$ cat src/rtl/exe_mul_unit.sv
`default_nettype none
// ============================================================================
// Module      : exe_mul_unit
// Description : Iterative radix-2 shift-add 32x32 multiplier for the EXE
//               stage. Produces the 64-bit product for MUL/MULT/MULTU with a
//               fixed 34-cycle turnaround and stalls the pipeline front end
//               while it iterates.
// Revision    : 1.0 - initial release
// ============================================================================
module exe_mul_unit #(
   parameter int ITER = 32
) (
   input  logic        clk,
   input  logic        rst,      // asynchronous, active-low
   input  logic        start,
   input  logic        sign,
   input  logic        flush,
   input  logic [31:0] a,
   input  logic [31:0] b,
   output logic        stall,
   output logic        done,
   output logic [31:0] res_lo,
   output logic [31:0] res_hi
);

   // Counter must hold 0..ITER so the last-iteration compare fits.
   localparam int                c_CNT_W = $clog2(ITER) + 1;
   localparam logic [c_CNT_W-1:0] c_LAST = c_CNT_W'(ITER - 1);

   typedef enum logic [1:0] {
      S_IDLE = 2'd0,
      S_BUSY = 2'd1,
      S_DONE = 2'd2
   } state_t;

   state_t               state_q,  state_d;
   logic [31:0]          mcand_q,  mcand_d;   // |a|, added on each set bit
   logic [31:0]          mplier_q, mplier_d;  // |b|, shifted out LSB first
   logic [32:0]          acc_q,    acc_d;     // upper accumulator, carry kept
   logic [c_CNT_W-1:0]   cnt_q,    cnt_d;
   logic                 neg_q,    neg_d;
   logic                 done_q,   done_d;
   logic [31:0]          res_lo_q, res_lo_d;
   logic [31:0]          res_hi_q, res_hi_d;

   logic [31:0]          w_a_mag;
   logic [31:0]          w_b_mag;
   logic                 w_neg;
   logic                 w_accept;
   logic [32:0]          w_add;
   logic [64:0]          w_shift;
   logic [32:0]          w_acc_nxt;
   logic [31:0]          w_mplier_nxt;
   logic [63:0]          w_prod_mag;
   logic [63:0]          w_prod;

   // Operand conditioning: signed operands are reduced to magnitudes so the
   // core only ever multiplies unsigned values. 0x8000_0000 maps onto itself,
   // which is the correct unsigned magnitude 2^31.
   always_comb begin
      w_a_mag  = (sign && a[31]) ? (~a + 32'd1) : a;
      w_b_mag  = (sign && b[31]) ? (~b + 32'd1) : b;
      w_neg    = sign & (a[31] ^ b[31]);
      w_accept = (state_q == S_IDLE) && start && !flush;
   end

   // One shift-add step: conditionally add the multiplicand into the upper
   // half, then shift the combined {acc, multiplier} right by one.
   always_comb begin
      w_add        = mplier_q[0] ? (acc_q + {1'b0, mcand_q}) : acc_q;
      w_shift      = {w_add, mplier_q} >> 1;
      w_acc_nxt    = w_shift[64:32];
      w_mplier_nxt = w_shift[31:0];
      w_prod_mag   = {w_acc_nxt[31:0], w_mplier_nxt};
      w_prod       = neg_q ? (~w_prod_mag + 64'd1) : w_prod_mag;
   end

   // Next-state and datapath control; flush beats every other action.
   always_comb begin
      state_d  = state_q;
      mcand_d  = mcand_q;
      mplier_d = mplier_q;
      acc_d    = acc_q;
      cnt_d    = cnt_q;
      neg_d    = neg_q;
      done_d   = 1'b0;
      res_lo_d = res_lo_q;
      res_hi_d = res_hi_q;

      case (state_q)
         S_IDLE: begin
            if (w_accept) begin
               mcand_d  = w_a_mag;
               mplier_d = w_b_mag;
               neg_d    = w_neg;
               acc_d    = '0;
               cnt_d    = '0;
               state_d  = S_BUSY;
            end
         end

         S_BUSY: begin
            if (flush) begin
               state_d = S_IDLE;
            end else begin
               acc_d    = w_acc_nxt;
               mplier_d = w_mplier_nxt;
               cnt_d    = cnt_q + c_CNT_W'(1);
               if (cnt_q == c_LAST) begin
                  res_lo_d = w_prod[31:0];
                  res_hi_d = w_prod[63:32];
                  done_d   = 1'b1;
                  state_d  = S_DONE;
               end
            end
         end

         // The result is already registered; start still belongs to the
         // completing instruction, so this state never accepts.
         S_DONE: begin
            state_d = S_IDLE;
         end

         default: begin
            state_d = S_IDLE;
         end
      endcase
   end

   // State and datapath registers, cleared on the asynchronous reset.
   always_ff @(posedge clk or negedge rst) begin
      if (!rst) begin
         state_q  <= S_IDLE;
         mcand_q  <= '0;
         mplier_q <= '0;
         acc_q    <= '0;
         cnt_q    <= '0;
         neg_q    <= 1'b0;
         done_q   <= 1'b0;
         res_lo_q <= '0;
         res_hi_q <= '0;
      end else begin
         state_q  <= state_d;
         mcand_q  <= mcand_d;
         mplier_q <= mplier_d;
         acc_q    <= acc_d;
         cnt_q    <= cnt_d;
         neg_q    <= neg_d;
         done_q   <= done_d;
         res_lo_q <= res_lo_d;
         res_hi_q <= res_hi_d;
      end
   end

   // Stall is combinational so the front end freezes in the accept cycle;
   // it drops during DONE so EXE/MEM captures res_lo, and drops on flush.
   always_comb begin
      stall = !flush && (((state_q == S_IDLE) && start) || (state_q == S_BUSY));
   end

   assign done   = done_q;
   assign res_lo = res_lo_q;
   assign res_hi = res_hi_q;

endmodule
`default_nettype wire
$ cat config.mk
export PLATFORM = sky130hd
export DESIGN_NAME = exe_mul_unit
export DESIGN_NICKNAME = d
export VERILOG_FILES = /design/src/rtl/exe_mul_unit.sv
export SDC_FILE = /design/constraint.sdc
export NUM_CORES = 1
export LEC_CHECK = 0
export CORE_MARGIN = 2
export CORE_UTILIZATION = 38
export DETAILED_ROUTE_END_ITERATION = 10
export PLACE_DENSITY_LB_ADDON = 0.15
export SETUP_SLACK_MARGIN = 0.15
export SLEW_MARGIN = 20
export SYNTH_ARGS = -nofsm -noshare
export SYNTH_HDL_FRONTEND = slang
export SYNTH_SLANG_ARGS = --single-unit
$ cat constraint.sdc
create_clock -name clk -period 4.4 [get_ports clk]
set_input_delay 0.88 -clock clk [delete_from_list [all_inputs] [get_ports clk]]
set_output_delay 0.88 -clock clk [all_outputs]
set_load 0.05 [all_outputs]
==> results.md <==
* GRT Util Overall at 21.0%
* Fin crit period at 3990 ps
* RSZ-0062 raised after global routing: false
* Core footprint at 29600 sq um
* Mean Syn Cell Area at 8.29 sq um
* Reg clk slew, reported paths at 70 ps
* Critical-path maximum fanout at 7
* Layout cells sized above 1 at 7.75%
* Primary FF master, synth: dfrtp_1
* Top Usage Layer GRT: met2
* Post-Syn Area at 11500 sq um
* Starting Density at 38.6%
* Layout area overhead at 21.4%
* Final max-slew violation count at 0
* Die width at 178 um
* Die area at 31500 sq um
* Post-route DRC at 0
* Post-synth top cells: nand2_1, o21ai_0, dfrtp_1, a21oi_1, nor2_1
* I/O Buffers at 134
* Max Cap Viol at 0
* HP Class: in -> async
* Initial antenna violation count at 0
* Depth of the CTS H-tree at 4
* Tcrit/Tclk final at 90.8%
* Peak VDD IR at 0.270 mV
* DR WL/cell at 16.9 um
* Top post-synthesis cells by area: dfrtp_1, o21ai_0, nand2_1
* Crit. End Element: register
* CP Class: reg -> reg
* DRT antenna net count at 0
* Fmax at 250 MHz
* Crit-path max cell delay at 570 ps
* CTS tree: yes
* Final hold vios at 0
* Met2 Use GR at 35.3%
* DR vias at 10.3k
* Met3 Use GR at 2.51%
* Postcts setup bufs at 0
* Setup violators final at 0
* First-pass GRT wire length at 52800 um
* Die Ht at 178 um
* I/O pin cnt at 135
* Cell taking the most area after synthesis: dfrtp_1
* Grt ovf at 0
* # diodes at 0
* Total CTS buffers at 17
* Crit path arrival time at 4320 ps
* Share of the synthesized area in the top cell type at 37.1%
* Synthesis Warnings at 0
* Grt met1 use at 28.6%
* Register area share after synthesis at 37.1%
* Vias in the first global route at 10.0k
* Root buffer cell: clkbuf_16
* Pwr/cell area at 505 nW/um^2
* FP Rows at 63
* EDFF count, synth at 0
* Startpoint Class: register
* Synth cell types at 83
* Vias/cell at 5.44
* Mapped Cells at 1382
* Drt first pass iters at 5
* Most frequent CP cell: buf_4
* Slew @ Worst Pin at 908 ps
* Clock net sink count at 170
* Final WL at 32100 um
* Count leader, synth: nand2_1
* Leak at 5.77 nW
* Total power at 7.02 mW
* Routability cong. at 0.862
* Ordered cell list for the critical path: ha_1 -> o211ai_1 -> o21a_1 -> or4_1 -> a2111oi_0 -> nor4_1 -> buf_4 -> o2111ai_1 -> buf_4 -> nor4_4 -> and4_1 -> a41o_1 -> xor2_1 -> mux2_2
* HPWL Detailed at 24300 um
* DRT iter0 DRCs at 581
* Relative slew slack at 39.5%
* # nets final at 1603
* Syn nets at 1488
* Clock Skews at 15.1 ps
* Synth Register Bits at 170
* Status: finished clean
* Setup TNS at 0 ps
* CP max-delay cell: or4_1
* Largest net degree at the start of global routing at 92
* Asr flop ratio synth at 100%
* Clock Path Buffers at 2
* CP required at 4720 ps
* Worst-skew pair later-pin latency at 440 ps
final timing paths:
check | from | end | slack, ps | cells past startpoint
setup / recovery | mcand_q[3] | res_hi[30] | 410 | 14
hold / removal | rst | mcand_q[28] | 480 | 1
hold reg to reg | res_lo[5] | res_lo[5] | 480 | 2
setup reg to reg | mcand_q[3] | res_hi[30] | 410 | 14
min in group clk | res_lo[5] | res_lo[5] | 480 | 2
max in group asynchronous | rst | mcand_q[9] | 3010 | 2
per-stage QoR:
step | utilization [%] | setup WS (ps) | cells | hold WS, ps | cell area (sq um)
after floorplan | - | 731 | 1382 | 453 | 11500
after detailed placement | 44.9 | 95.8 | 1868 | 468 | 13300
final | 46.9 | 405 | 1900 | 479 | 13900
after global placement | 44.9 | 86.0 | 1868 | 458 | 13300
after CTS | 46.9 | 379 | 1900 | 485 | 13900
after global routing | 46.9 | 169 | 1900 | 500 | 13900
power breakdown:
group	switching, mW	total, mW	internal [mW]
sequential	0.345	2.17	1.83
combinational	1.97	3.31	1.34
clock	0.711	1.54	0.825
state kept, by name, summed over array words and instances (netlist names):
register  cells
acc_q        32
cnt_q         6
done          1
mcand_q      32
mplier_q     32
neg_q         1
res_hi       32
res_lo       32
state_q       2
cells in the final DEF, fill, tap and decap left out, types with 5 or more instances in the layout:
cell	count
nor4_1	10
o211ai_1	5
nor3_1	32
a22oi_1	8
o31ai_1	25
nand4_1	15
dfrtp_1	170
buf_4	37
a22o_1	10
xor2_1	71
nand2b_1	15
nor2_1	90
o41ai_1	11
inv_1	24
or2_2	7
or4_1	11
nor2b_1	6
nand3_1	19
mux2i_1	11
nand2_1	227
or3_1	16
o21ai_0	183
o21ai_1	12
o21a_1	5
o22ai_1	5
xnor2_1	61
nand3b_1	5
ha_1	36
a21oi_1	93
mux2_2	6
inv_6	5
a31oi_1	10
a21o_1	10
clkbuf_16	17
clkdlybuf4s50_1	132
a211oi_1	8
critical path: cells and delay by family (launching register included):
family          cells  cell delay [ps]
compound gates      5             1330
mux                 1              270
fa+ha+maj           1              400
simple gates        4             1010
xor+xnor            1              130
buf+inv             2              350
flops               1              400
repair_timing:
| item | 4_1_cts | 5_1_grt |
|---|---|---|
| endpoints found under the hold margin | 0 | 0 |
| resized for setup | 0 | 2 |
| endpoints found under the setup margin | 0 | 4 |
| hold buffers | 0 | 0 |
final cells by class:
type / instances / area, sq um
Clock buffer: 19 / 443
Clock inverter: 13 / 155
Fill cell: 2965 / 15700
Inverter: 26 / 97.6
Multi-Input combinational cell: 1110 / 6820
Sequential cell: 170 / 4250
Tap cell: 390 / 488
Timing Repair Buffer: 172 / 1650
metal layers:
layer	vias up	share of wire, %
li1	5183	-
met1	4940	47
met2	179	48
met3	31	3.0
met4	0	1.8
met5	-	0
cells by family after synthesis:
kind of cell               after synthesis  share of synthesized area (%)
buffers and inverters                  102                           3.66
muxes                                   17                           1.55
and+or+nand+nor                        494                           20.8
AOI/OAI and AO/OA                      430                           22.7
DFF                                    170                           37.1
adders and majority gates               37                           4.11
xor gates and xnor gates               132                           10.1
Note: power is estimated with default switching activity, not from simulation.
